File: src/rtl/ws2812_stream_decoder.sv
// ws2812_stream_decoder
//   Receive-side decoder for a WS2812B-style single-wire LED stream.
//   The line is sampled at the 40 MHz system clock. Each high pulse is decoded
//   into one bit by its width. Bits are assembled LSB-first into 24-bit pixels.
//   A long low period (latch/reset gap) marks a frame boundary.
//   Malformed pulses raise a one-cycle err together with a cause code.
//
// Ports
//   clk          in   40 MHz system clock
//   reset        in   synchronous, active-high
//   din          in   asynchronous serial line (synchronised internally)
//   enable       in   low = hold in WAIT_GAP and ignore din
//   pixel_data   out  last completed pixel, bit 0 = first bit received
//   pixel_valid  out  one-cycle pulse when pixel_data updates
//   pixel_count  out  pixels completed in the current frame (saturating)
//   frame_done   out  one-cycle pulse at a gap that ends a non-empty frame
//   err          out  one-cycle pulse on a protocol violation
//   err_code     out  cause of last error: 01 short high, 10 long high,
//                     11 short low, 00 truncated pixel
//   dbg_state    out  current FSM state (0 WAIT_GAP, 1 IDLE, 2 HIGH, 3 LOW)
//
// Output handshake: pixel_valid, frame_done and err are single-cycle strobes
// with no back-pressure. pixel_data, pixel_count and err_code are stable
// whenever their strobe is high, and the consumer must sample them in that
// cycle.
module ws2812_stream_decoder #(
    parameter int BIT_THRESH   = 25,
    parameter int MIN_HIGH     = 8,
    parameter int MAX_HIGH     = 48,
    parameter int MIN_LOW      = 8,
    parameter int RESET_CYCLES = 1600,
    parameter int PIX_W        = 7
) (
    input  logic             clk,
    input  logic             reset,
    input  logic             din,
    input  logic             enable,
    output logic [23:0]      pixel_data,
    output logic             pixel_valid,
    output logic [PIX_W-1:0] pixel_count,
    output logic             frame_done,
    output logic             err,
    output logic [1:0]       err_code,
    output logic [1:0]       dbg_state
);

    // Counter widths are chosen so that the saturation value lies strictly
    // beyond the largest value that is compared against.
    localparam int HW = $clog2(MAX_HIGH + 2);
    localparam int LW = $clog2(RESET_CYCLES + 1);

    localparam logic [1:0] S_WAIT_GAP = 2'd0;
    localparam logic [1:0] S_IDLE     = 2'd1;
    localparam logic [1:0] S_HIGH     = 2'd2;
    localparam logic [1:0] S_LOW      = 2'd3;

    logic [1:0]    state;
    logic          sync1;
    logic          din_s;
    logic          din_s_d;
    logic [HW-1:0] hcnt_q;
    logic [HW-1:0] hcnt_now;
    logic [LW-1:0] lcnt_q;
    logic [LW-1:0] lcnt_now;
    logic [4:0]    bitcnt;
    logic [23:0]   shreg;
    logic          rise;
    logic          fall;
    logic          gap_hit;
    logic          bit_val;

    assign dbg_state = state;

    // Two-flop synchroniser, plus one extra stage for edge detection.
    always_ff @(posedge clk) begin
        if (reset) begin
            sync1   <= 1'b0;
            din_s   <= 1'b0;
            din_s_d <= 1'b0;
        end else begin
            sync1   <= din;
            din_s   <= sync1;
            din_s_d <= din_s;
        end
    end

    assign rise = din_s & ~din_s_d;
    assign fall = ~din_s & din_s_d;

    // hcnt_now/lcnt_now are the run lengths including the current cycle.
    // On a fall, hcnt_q still holds the width of the pulse that just ended.
    // On a rise, lcnt_q still holds the width of the low that just ended.
    always_comb begin
        hcnt_now = '0;
        lcnt_now = '0;
        if (enable) begin
            if (din_s) begin
                if (!din_s_d)
                    hcnt_now = HW'(1);
                else if (hcnt_q == {HW{1'b1}})
                    hcnt_now = hcnt_q;
                else
                    hcnt_now = hcnt_q + HW'(1);
            end else begin
                if (din_s_d)
                    lcnt_now = LW'(1);
                else if (lcnt_q == {LW{1'b1}})
                    lcnt_now = lcnt_q;
                else
                    lcnt_now = lcnt_q + LW'(1);
            end
        end
    end

    always_ff @(posedge clk) begin
        if (reset) begin
            hcnt_q <= '0;
            lcnt_q <= '0;
        end else begin
            hcnt_q <= hcnt_now;
            lcnt_q <= lcnt_now;
        end
    end

    // Because lcnt saturates above RESET_CYCLES, equality fires exactly once
    // per low period.
    assign gap_hit = (lcnt_now == LW'(RESET_CYCLES));
    assign bit_val = (hcnt_q >= HW'(BIT_THRESH));

    always_ff @(posedge clk) begin
        if (reset) begin
            state       <= S_WAIT_GAP;
            bitcnt      <= '0;
            shreg       <= '0;
            pixel_data  <= '0;
            pixel_valid <= 1'b0;
            pixel_count <= '0;
            frame_done  <= 1'b0;
            err         <= 1'b0;
            err_code    <= 2'b00;
        end else begin
            pixel_valid <= 1'b0;
            frame_done  <= 1'b0;
            err         <= 1'b0;
            if (!enable) begin
                state  <= S_WAIT_GAP;
                bitcnt <= '0;
            end else begin
                case (state)
                    S_WAIT_GAP: begin
                        if (gap_hit) begin
                            state       <= S_IDLE;
                            bitcnt      <= '0;
                            pixel_count <= '0;
                        end
                    end
                    S_IDLE: begin
                        // Clearing here lets pixel_count hold through the
                        // frame_done cycle and drop in the cycle after it.
                        pixel_count <= '0;
                        if (rise)
                            state <= S_HIGH;
                    end
                    S_HIGH: begin
                        if (hcnt_now > HW'(MAX_HIGH)) begin
                            err      <= 1'b1;
                            err_code <= 2'b10;
                            state    <= S_WAIT_GAP;
                            bitcnt   <= '0;
                        end else if (fall) begin
                            if (hcnt_q < HW'(MIN_HIGH)) begin
                                err      <= 1'b1;
                                err_code <= 2'b01;
                                state    <= S_WAIT_GAP;
                                bitcnt   <= '0;
                            end else begin
                                shreg[bitcnt] <= bit_val;
                                state         <= S_LOW;
                                if (bitcnt == 5'd23) begin
                                    pixel_data  <= {bit_val, shreg[22:0]};
                                    pixel_valid <= 1'b1;
                                    bitcnt      <= '0;
                                    if (pixel_count != {PIX_W{1'b1}})
                                        pixel_count <= pixel_count + PIX_W'(1);
                                end else begin
                                    bitcnt <= bitcnt + 5'd1;
                                end
                            end
                        end
                    end
                    S_LOW: begin
                        if (rise) begin
                            if (lcnt_q < LW'(MIN_LOW)) begin
                                err      <= 1'b1;
                                err_code <= 2'b11;
                                state    <= S_WAIT_GAP;
                                bitcnt   <= '0;
                            end else begin
                                state <= S_HIGH;
                            end
                        end else if (gap_hit) begin
                            state <= S_IDLE;
                            if (bitcnt != 5'd0) begin
                                // Gap arrived mid-pixel: the frame is unusable.
                                err         <= 1'b1;
                                err_code    <= 2'b00;
                                bitcnt      <= '0;
                                pixel_count <= '0;
                            end else begin
                                frame_done <= (pixel_count != '0);
                            end
                        end
                    end
                    default: state <= S_WAIT_GAP;
                endcase
            end
        end
    end

endmodule

File: config.mk
export PLATFORM = sky130hd
export DESIGN_NAME = ws2812_stream_decoder
export DESIGN_NICKNAME = d
export VERILOG_FILES = /design/src/rtl/ws2812_stream_decoder.sv
export SDC_FILE = /design/constraint.sdc
export NUM_CORES = 1
export LEC_CHECK = 0
export CAP_MARGIN = 25
export CORE_MARGIN = 2
export CORE_UTILIZATION = 40
export CTS_CLUSTER_DIAMETER = 40
export CTS_CLUSTER_SIZE = 24
export DETAILED_ROUTE_END_ITERATION = 10
export MAX_ROUTING_LAYER = met4
export PLACE_DENSITY = 0.57
export SLEW_MARGIN = 20
export SYNTH_ARGS = -nofsm -noshare
export SYNTH_HDL_FRONTEND = slang
export SYNTH_SLANG_ARGS = --single-unit
File: constraint.sdc
create_clock -name clk -period 3.5 [get_ports clk]
set_clock_uncertainty 0.15 [all_clocks]
set_input_delay 1.05 -clock clk [delete_from_list [all_inputs] [get_ports clk]]
set_output_delay 1.05 -clock clk [all_outputs]
set_load 0.01 [all_outputs]
# ---- Word level (Yosys, flattened, before mapping)
# Cells that the tools add are included.
# W data, S select, Z words.
dict set report classes {
  reduce_logical 15
  bitwise 11
  n_addsub 4
  shifts 0
  n_mux 56
  magnitude_cmp 6
  mul 0
  n_eq_ne 23
  n_div 0
}
# operator n
set ops {}
lappend ops {{$mux W7} 9}
lappend ops {{$mux W5} 9}
lappend ops {{$mux W11} 4}
lappend ops {{$mux W2} 14}
lappend ops {{$pmux W7 S4} 1}
lappend ops {{$bwmux W24} 1}
lappend ops {{$mux W6} 4}
lappend ops {{$eq A11 B11 Y1 const B} 2}
lappend ops {{$ne A2 B2 Y1 const B} 10}
lappend ops {{$ne A3 B3 Y1 const B} 5}
lappend ops {{$pmux W5 S3} 1}
lappend ops {{$reduce_and A6 Y1} 2}
lappend ops {{$reduce_or A6 Y1} 2}
lappend ops {{$add A11 B1 Y11 const B} 1}
lappend ops {{$lt A11 B4 Y1 const B} 1}
lappend ops {{$reduce_and A10 Y1} 1}
lappend ops {{$mux W1} 9}
lappend ops {{$not A1 Y1} 9}
lappend ops {{$pmux W2 S4} 1}
lappend ops {{$add A7 B1 Y7 const B} 1}
lappend ops {{$ne A7 B7 Y1 const B} 1}
lappend ops {{$reduce_and A7 Y1} 1}
lappend ops {{$reduce_bool A7 Y1} 1}
lappend ops {{$add A6 B1 Y6 const B} 1}
lappend ops {{other kinds (22)} 24}
dict set report totals {
  out_inout_bits 38
  register_bits 87
  ramBits 0
  n_memories 0
  latch_bits 0
  romBits 0
}

# ---- Depth between registers and ports, before layout
# Gate-level depths: netlist (run 1).
dict set report depth {
  ltp_word 9
  ltp_mapped 12
  depth_no_buf 9
}

# ---- Worst setup path after synthesis (run 1)
# OpenSTA, ideal clock, no wires.
dict set report synth_path {
  path_kind {input to register}
  startpoint {input port enable}
  endpoint {register pixel_count[6]}
  path_buffers 1
  cell_stages 8
  setup_ns 0.119
  path_slack_ns 0.325
  arrival_ns 2.906
  cell_sequence {nand2b_1 -> or3_1 -> nor3_1 -> and4bb_4 -> nand3_2 -> a221o_2 -> buf_6 -> o221a_2}
}
dict set report synth_via {
  elab_chain_cells 4
}
# element line_no
set synth_rtl {}
lappend synth_rtl {{start: declaration} 37} ;# input logic enable,
lappend synth_rtl {{$mux W6 or $mux W11 (tied branches)} 96} ;# if (enable) begin
lappend synth_rtl {{$gt A6 B6 Y1 or $eq A11 B11 Y1 (tied branches)} {165, 127}}
lappend synth_rtl {{$ne A2 B2 Y1 (no source line)} --}
lappend synth_rtl {{$reduce_and A10 Y1 (no source line) (*)} --}
lappend synth_rtl {{end signal: assignment} 184} ;# pixel_count <= pixel_count + PIX_W'(1);
lappend synth_rtl {{end: declaration} 40} ;# output logic [PIX_W-1:0] pixel_count,
# Mark *: on every way between the ends. The rest lies on a longest branch, timed or not.
# A chain may end at the register's enable or synchronous reset.

# ---- Worst setup path in the final report (run 1)
dict set report layout_path {
  startpoint {input port enable}
  endpoint {register bitcnt[4]}
}
dict set report layout_via {
  elab_chain_cells 4
}
# element line_no
set layout_rtl {}
lappend layout_rtl {{$mux W6 or $mux W11 (tied branches)} 96}
lappend layout_rtl {{$gt A6 B6 Y1 or $eq A11 B11 Y1 (tied branches)} {165, 127}}
lappend layout_rtl {{$ne A3 B3 Y1 (no source line) (tied with other cells)} --}
lappend layout_rtl {{$reduce_and A6 Y1 (no source line) or $pmux W5 S3 (tied branches)} --}
lappend layout_rtl {{end signal: assignment} 186} ;# bitcnt <= bitcnt + 5'd1;
lappend layout_rtl {{end: declaration} 65} ;# logic [4:0] bitcnt;
# Parallel ways exist; a longest one is shown, timed or not.

==> results of run 1 <==
-- synth_stat cells, types with 2 or more instances --
cell type	count
ha_1	15
a31o_2	4
nand4_1	12
o31ai_1	5
a21o_1	4
or3_1	5
dfxtp_1	86
o32ai_1	4
nand2_1	21
nand3_1	22
nor4_1	5
nand4b_1	2
a31o_1	2
a31oi_1	6
nor3_1	57
a311oi_1	3
nand2_2	2
and2_1	4
a211oi_1	6
nor2b_1	8
mux2i_1	30
nand2b_1	6
or4_1	2
o21ai_0	14
inv_1	18
o211ai_1	3
buf_2	8
and3_1	9
buf_6	5
clkbuf_1	16
a21oi_1	13
a41oi_1	2
nor2_1	100
buf_4	2
or2_2	2
-- sequential cells by signal, summed over array words and instances (netlist names) --
signal	cells
din_s_d	1
err_code	2
din_s	1
dbg_state	2
lcnt_q	11
pixel_data	24
bitcnt	5
err	1
shreg	23
pixel_count	7
frame_done	1
pixel_valid	1
hcnt_q	6
sync1	1
-- metrics by stage --
| stage | instances | total power, mW | utilization (%) | TNS [ns] |
|---|---|---|---|---|
| floorplan | 530 | 1.03 | - | 0 |
| global placement | 699 | 1.05 | 46.3 | -1.12 |
| detailed placement | 699 | 1.05 | 46.3 | -1.56 |
| CTS | 715 | 1.78 | 48.2 | 0 |
| global route | 716 | 1.82 | 48.2 | 0 |
| finish | 716 | 1.75 | 48.2 | 0 |
-- kinds of logic after synthesis --
logic type                 count (synthesis)
xor gates and xnor gates                   1
AOI/OAI and AO/OA                         79
and+or+nand+nor                          266
muxes                                     31
buffers and inverters                     52
adders and majority gates                 15
DFF                                       86
-- report_power, final --
group          internal, mW  switching (mW)
Combinational        0.0135          0.0302
Clock                 0.339           0.387
Sequential            0.980         0.00410
Total                  1.33           0.421
-- metal layers --
| metal | share of wire, % | wire (um) |
|---|---|---|
| met2 | 43 | 4560 |
| met4 | 0.76 | 80 |
| met3 | 4.5 | 474 |
| met5 | 0 | 0 |
| met1 | 51 | 5390 |
-- final cells by class --
cell class	count	area [sq um]	share of cell area (%)
clock buffers	9	124	2.38
inverters	20	75.1	1.44
well taps	140	175	3.37
clock inverters	7	80.1	1.54
flip-flops and latches	86	1720	33.1
repair buffers	62	613	11.8
multi-input cells	392	2420	46.4
-- timing repair --
item,CTS,global route
setup endpoints to repair,0,1
buffers inserted,0,1
gates resized for setup,0,0
hold buffers,0,0
-- worst paths after layout --
check        slack [ns]             to  cells after the start  startpoint
max                0.12      bitcnt[4]                      9      enable
min                0.29          din_s                      1       sync1
min reg2reg        0.29          din_s                      1       sync1
max reg2reg        0.31  pixel_data[6]                     11   hcnt_q[1]
==> results.txt, run 1 <==
- The run finished with clean final reports.
- In this run the cell area measured after placement is between 4000 and 5000 sq um.
- Entering global routing, the biggest net connects 33 pins.
* Crit path max-delay family: compound AO/OA/AOI/OAI gates
* Cell area power density: between 300 and 400 nW/um^2
- Of the cells placed in the final design, the portion with a size suffix greater than 1 is a little over a tenth.
- The analysis attributes to cell leakage a power of 1.77 nW.
* Height of the die: ~110 um
- The critical path is of the in -> reg type.
- GRT Resource Usage Total: around 19%
- Root cell of the clock tree: clkbuf_8
- Counting both buffers and inverters, the worst setup path holds a total of 1.
- Flip-flop and latch count after synthesis: 86
- Final worst path period share: 96.6%
- Sequential cells were found to cover 39.2% of the synthesized design area.
- Register clock-pin slew on the reported worst setup and hold paths: ~0.090 ns
* Global-route track usage on met2: between 20% and 30%
- No sink is reached through more buffers than the 2 on the longest clock path.
- Once layout is done, the placed cells without fillers occupy between 5000 and 6000 sq um.
* Hold slack: roughly 0.29 ns
* Post-DRT Antenna Nets: 0
- Skew-Pair Late Insertion Delay: approximately 0.36 ns
- Leading cell type in the layout, fill and taps excluded: nor2_1
- Setup repair after global routing left no endpoint under its margin.
* Largest fanout on the critical path: 3
- Mux share of post-synthesis cell area: 7.10%
- The number of nets in the synthesized netlist is 549.
* Synth Instances: between 500 and 600
- Maximum capacitance violations: 0
- Setup violations, final: 0
- The die is between 100 and 150 um wide.
* Setup WS pre-CTS: -0.293 ns
* Total wirelength of the detailed-routed design: 10500 um
- The mapped netlist covers roughly 4400 sq um.
- VDD sags by at most approximately 0.00020 V.
- Traced cell by cell, the critical path runs through clkdlybuf4s50_1 -> nand2_1 -> a31oi_1 -> o311ai_1 -> a311o_2 -> a311o_1 -> or4_1 -> nor3_1 -> a31o_1.
- Startpoint class of the critical path: input port
- Worst setup EP type: register
* Most used flip-flop cell after synthesis: dfxtp_1
* Pins Over Slew Limit: 0
- The routed layout has ~3900 vias.
* Library cell occupying the most area in the post-synthesis netlist: dfxtp_1
- The worst pin sits at a relative slew slack of a little under three fifths.
* Number of levels in the clock H-tree: 3
- Floorplan Core Area: about 11000 sq um
- The die covers 11800 sq um.
* Number of endpoints with negative hold slack in the final report: 0
* Required time reported for the critical path endpoint: roughly 3.7 ns
* Port-buffer cells: just over 40
- In the post-synthesis netlist, the biggest area contributors are dfxtp_1 (39%), nor2_1 (8.6%), mux2i_1 (6.8%).
- Fill count: 1087
- Aggregate global routing overflow: 0
- Minimum clock period: approximately 3.4 ns
- Number of distinct library cells after synthesis: 62
- Post-synth ARST share: 0%
* Sinks on Clock Net: between 80 and 90
- Weighted congestion reported at the end of routability-driven placement: slightly below 0.9
- FMAX: 296 MHz
* Met1 track demand over resource: 27.5%
- The min-delay analysis places its worst path in the category reg -> reg.
- Yosys printed 0 warnings.
* PnR worst setup slack: between 0.1 and 0.15 ns
- The layer flagged by global routing as most heavily used is met2.
- Simple-gate share of the synthesized area: ~30%
* Transition time of the tightest slew-check pin: between 0.6 and 0.7 ns
- The initial utilization of the core area, before any placement, comes to about two fifths.
- After detailed routing, the number of vias per cell comes to roughly 5.4.
- After detailed routing, the number of remaining DRC violations is 0.
- The largest individual stage delay along the critical path comes from the cell or4_1.
* Largest stage delay on the critical path: 0.56 ns
- Top library cells by usage in the layout, fill and taps aside: nor2_1 (100), dfxtp_1 (86), nor3_1 (57)
- Wire length of the first global-routing pass: 17900 um
* Dominant combinational cell family by area after synthesis: simple AND/OR/NAND/NOR gates
* Number of global-route vias before repair: 3674
- Number of enable flip-flop cells after synthesis: 0
- The synthesized netlist devotes 13.1% of its cell area to compound gates.
- Number of DRC markers in iteration 0: 193
- Antenna violations before repair: 0
- Post-detailed-route wirelength per cell: between 10 and 15 um
- Of the total synthesized cell area, the portion taken by full adders, half adders and majority gates is under 10%.
* Share of Yosys cell area claimed by the top area cell type: just under 40%
- Worst Path Arrival: 3.53 ns
- The number of clock buffers added by TritonCTS is 9.
- Before antenna repair, the detailed router went through 4 iterations.
- Mean Syn Cell Area: slightly above 8 sq um
- For met3 alone, demand over resource in global routing was under 10%.
* XOR/XNOR share of the synthesized area: less than 1%
- Count of boundary I/O pins: 42
- The area growth from synthesis to layout is 18.6%.
- TritonCTS built the clock tree.
- The floorplan has 38 rows.
- Post-DP HPWL: about 7300 um
- The repair_antennas step left the layout with diodes totalling 0.
* NumNets Final: about 600
No activity file was read; power rests on OpenSTA's default activity.
==> inputs of run 2 (changes only) <==
PLACE_DENSITY = 0.61   (was 0.57)
==> results.txt, run 2 (same netlist as run 1, synthesis figures left out) <==
- The top fanout value on the critical path is 13 (+10).
- Worst flop-to-flop path endpoint: pixel_count[1]
- The flow ran to the end, and the final reports show no timing, DRC or antenna violations.
- Transition time of the tightest slew-check pin: 0.644 ns (+0.00206 ns)
* Count of boundary I/O pins: 42 (unchanged)
- The number of antenna-violating nets in the routed design is 0 (unchanged).
* Clock tree from TritonCTS: done
- The sequential cell fraction of total power is 56.6% (+0.5 points).
- Proportion of power drawn by the clock network: 40.9% (-0.5 points)
- The worst hold path terminates at din_s.
- Setup repair after global routing left no endpoint under its margin.
* Final antenna diode count: 0 (unchanged)
* Share of total power consumed by net switching: 22.9% (-1.1 points)
- The pin count of the biggest net entering global routing is 48 (+45%).
- The half-perimeter wire length after placement was 7280 um (+0.10%).
* Setup violations, final: 0 (unchanged)
- The delay of the slowest cell on the worst path was 0.53 ns (-0.03 ns).
* Startpoint class of the critical path: register
- The number of optimization iterations in the first detailed-route pass was 5 (+1).
- Height of the die: 109 um (unchanged)
- Startpoint of the tightest hold check path: sync1
* Reported net switching power: 399 uW (-5.4%)
- Count of cells along the worst hold path: 1 (unchanged)
- Clock buffers created by TritonCTS: 9 (unchanged)
* Root cell of the clock tree: clkbuf_8
* Required time reported for the critical path endpoint: 3.66 ns (about the same)
- DRC violations left: 0 (unchanged)
- Worst IR drop on VDD: 0.000186 V (-5.3%)
- Leading cell type in the layout, fill and taps excluded: nor2_1
- The number of vias per cell came to 5.46 (+0.85%).
* Top library cells by usage in the layout, fill and taps aside: nor2_1 (100), dfxtp_1 (86), nor3_1 (56)
* Critical Setup Path Class: reg -> reg
- Number of DRC markers in iteration 0: 252 (+31%)
- The arrival time of data at the critical path endpoint was 3.35 ns (-0.18 ns).
* Slowest-stage cell, CP: dfxtp_1
* Largest register FFs: 24 (unchanged)
* Setup slack on the worst flop-to-flop path: 0.31 ns (about the same)
- Register clock-pin slew on the reported worst setup and hold paths: 0.08 ns (about the same)
* Total negative slack: 0 ns (unchanged)
* Startpoint of the lowest-slack register-to-register path: lcnt_q[0]
- Final worst path period share: 91.1% (-5.4 points)
* Final Instance Count excl. Fillers: 714 (-0.28%)
- Total power consumption of the routed design: 1.74 mW (-0.88%)
- Number of rows in the core area: 38 (unchanged)
* Worst relative slew slack: 56.7% (-0.14 points)
* Maximum clock insertion buffer count: 2 (unchanged)
* Largest register by flop count: pixel_data
- Fraction of final layout cells with drive strength greater than 1: 10.6% (+0.21 points)
- Cell area power density: 333 nW/um^2 (-1.2%)
- The placed cell count is 699 (unchanged).
* Largest registers ranked by flip-flop count: pixel_data x24, shreg x23, lcnt_q x11
- Worst setup EP type: register
- The signal on the critical path passes through ha_1 -> and3_1 -> a41oi_1 -> a221o_1 -> and4bb_4 -> nand3_2 -> a221o_2 -> mux2_1 -> nor2_1.
- Combinational share of power: 2.5% (about the same)
- Die Wd: 109 um (unchanged)
- NumNets Final: 589 (-0.17%)
- Pleak: 1.78 nW (+0.57%)
* Total wirelength of the detailed-routed design: 10400 um (-1.1%)
- The hold violation count in the final report is 0 (unchanged).
* Syn-to-layout area delta: 19.0%
* Weighted congestion reported at the end of routability-driven placement: 0.926 (+5.5%)
- The clock period minus worst slack was 3.19 ns (-0.190 ns).
- Number of levels in the clock H-tree: 3 (unchanged)
- The wire length of the first global-routing pass is 17800 um (-1.0%).
- The post-CTS setup buffer count is 0 (unchanged).
- The number of antenna violations at the first check in global routing came to 0 (unchanged).
* Number of global-route vias before repair: 3692 (+0.49%)
- The internal power component was 1.34 mW (+0.54%).
* Sinks on Clock Net: 86 (unchanged)
- Pins Over Slew Limit: 0 (unchanged)
* FMAX: 314 MHz (+5.9%)
- The die area is 11800 sq um (unchanged).
- Floorplan Core Area: 10800 sq um (unchanged)
- The minimum hold slack was 0.316 ns (+0.0224 ns).
- Aggregate global routing overflow: 0 (unchanged)
* Post-detailed-route wirelength per cell: 14.5 um (-0.85%)
- GRT Resource Usage Total: 19.4% (-0.044 points)
- Cell count of the worst reg-to-reg path: 9 (-2)
- The number of port buffers was 41 (unchanged).
- Initial Util: 40.7% (unchanged)
- The number of max-cap violations came to 0 (unchanged).
* Skew-Pair Late Insertion Delay: 0.37 ns (about the same)
* Tightest Hold Check Type: reg -> reg
* Vias after detailed routing: 3897 (+0.57%)
==> run 2: area by class of cell <==
class,count,area [sq um]
repair buffers,61,621
inverters,20,75.1
well taps,140,175
fillers,1040,5570
clock inverters,5,60.1
multi-input cells,392,2430
flip-flops and latches,86,1720
clock buffers,10,138
==> run 2: routing by layer <==
metal | track usage, % | vias to the layer above | part of all wire, %
met2 | 28.2 | 82 | 43
met1 | 26.6 | 1837 | 52
met3 | 3.59 | 13 | 3.4
li1 | - | 1965 | -
met4 | 7.97 | 0 | 2.1
met5 | - | - | 0
==> run 2: worst max path at each step <==
stage | slack, ns | endpoint | startpoint
6_report | 0.31 | pixel_count[1] | lcnt_q[0]
5_1_grt | 0.07 | pixel_data[18] | hcnt_q[1]
4_1_cts | 0.10 | bitcnt[4] | enable
3_3_place_gp | -0.23 | bitcnt[4] | enable
2_1_floorplan | 0.33 | pixel_count[6] | enable
3_5_place_dp | -0.29 | bitcnt[4] | enable
==> run 2: timing repair <==
item | CTS | global route
hold endpoints to repair | 0 | 0
setup endpoints to repair | 0 | 2
gates resized for setup | 0 | 4
hold buffers | 0 | 0
==> run 2: per-stage QoR <==
step,utilization (%),setup WS [ns],cell area [sq um]
2_1_floorplan,-,0.325,4390
6_report,48.4,0.310,5220
5_1_grt,48.4,0.0676,5220
3_3_place_gp,46.4,-0.234,5010
4_1_cts,48.2,0.104,5200
3_5_place_dp,46.4,-0.288,5010
==> run 2: power by group through the flow <==
stage                     clock (mW)  combinational [mW]  sequential, mW
final                          0.710              0.0434           0.985
after global routing           0.775              0.0476           0.985
after CTS                      0.736              0.0433           0.985
after detailed placement           0              0.0432            1.01
after global placement             0              0.0427            1.01
after floorplan                    0              0.0274            1.01
==> run 2: worst max-delay path, delay by kind of cell, from the launching register on <==
family	cells	cell delay, ns
AOI/OAI and AO/OA	3	1.02
adders and majority gates	1	0.23
DFF	1	0.53
muxes	1	0.35
and+or+nand+nor	4	0.84
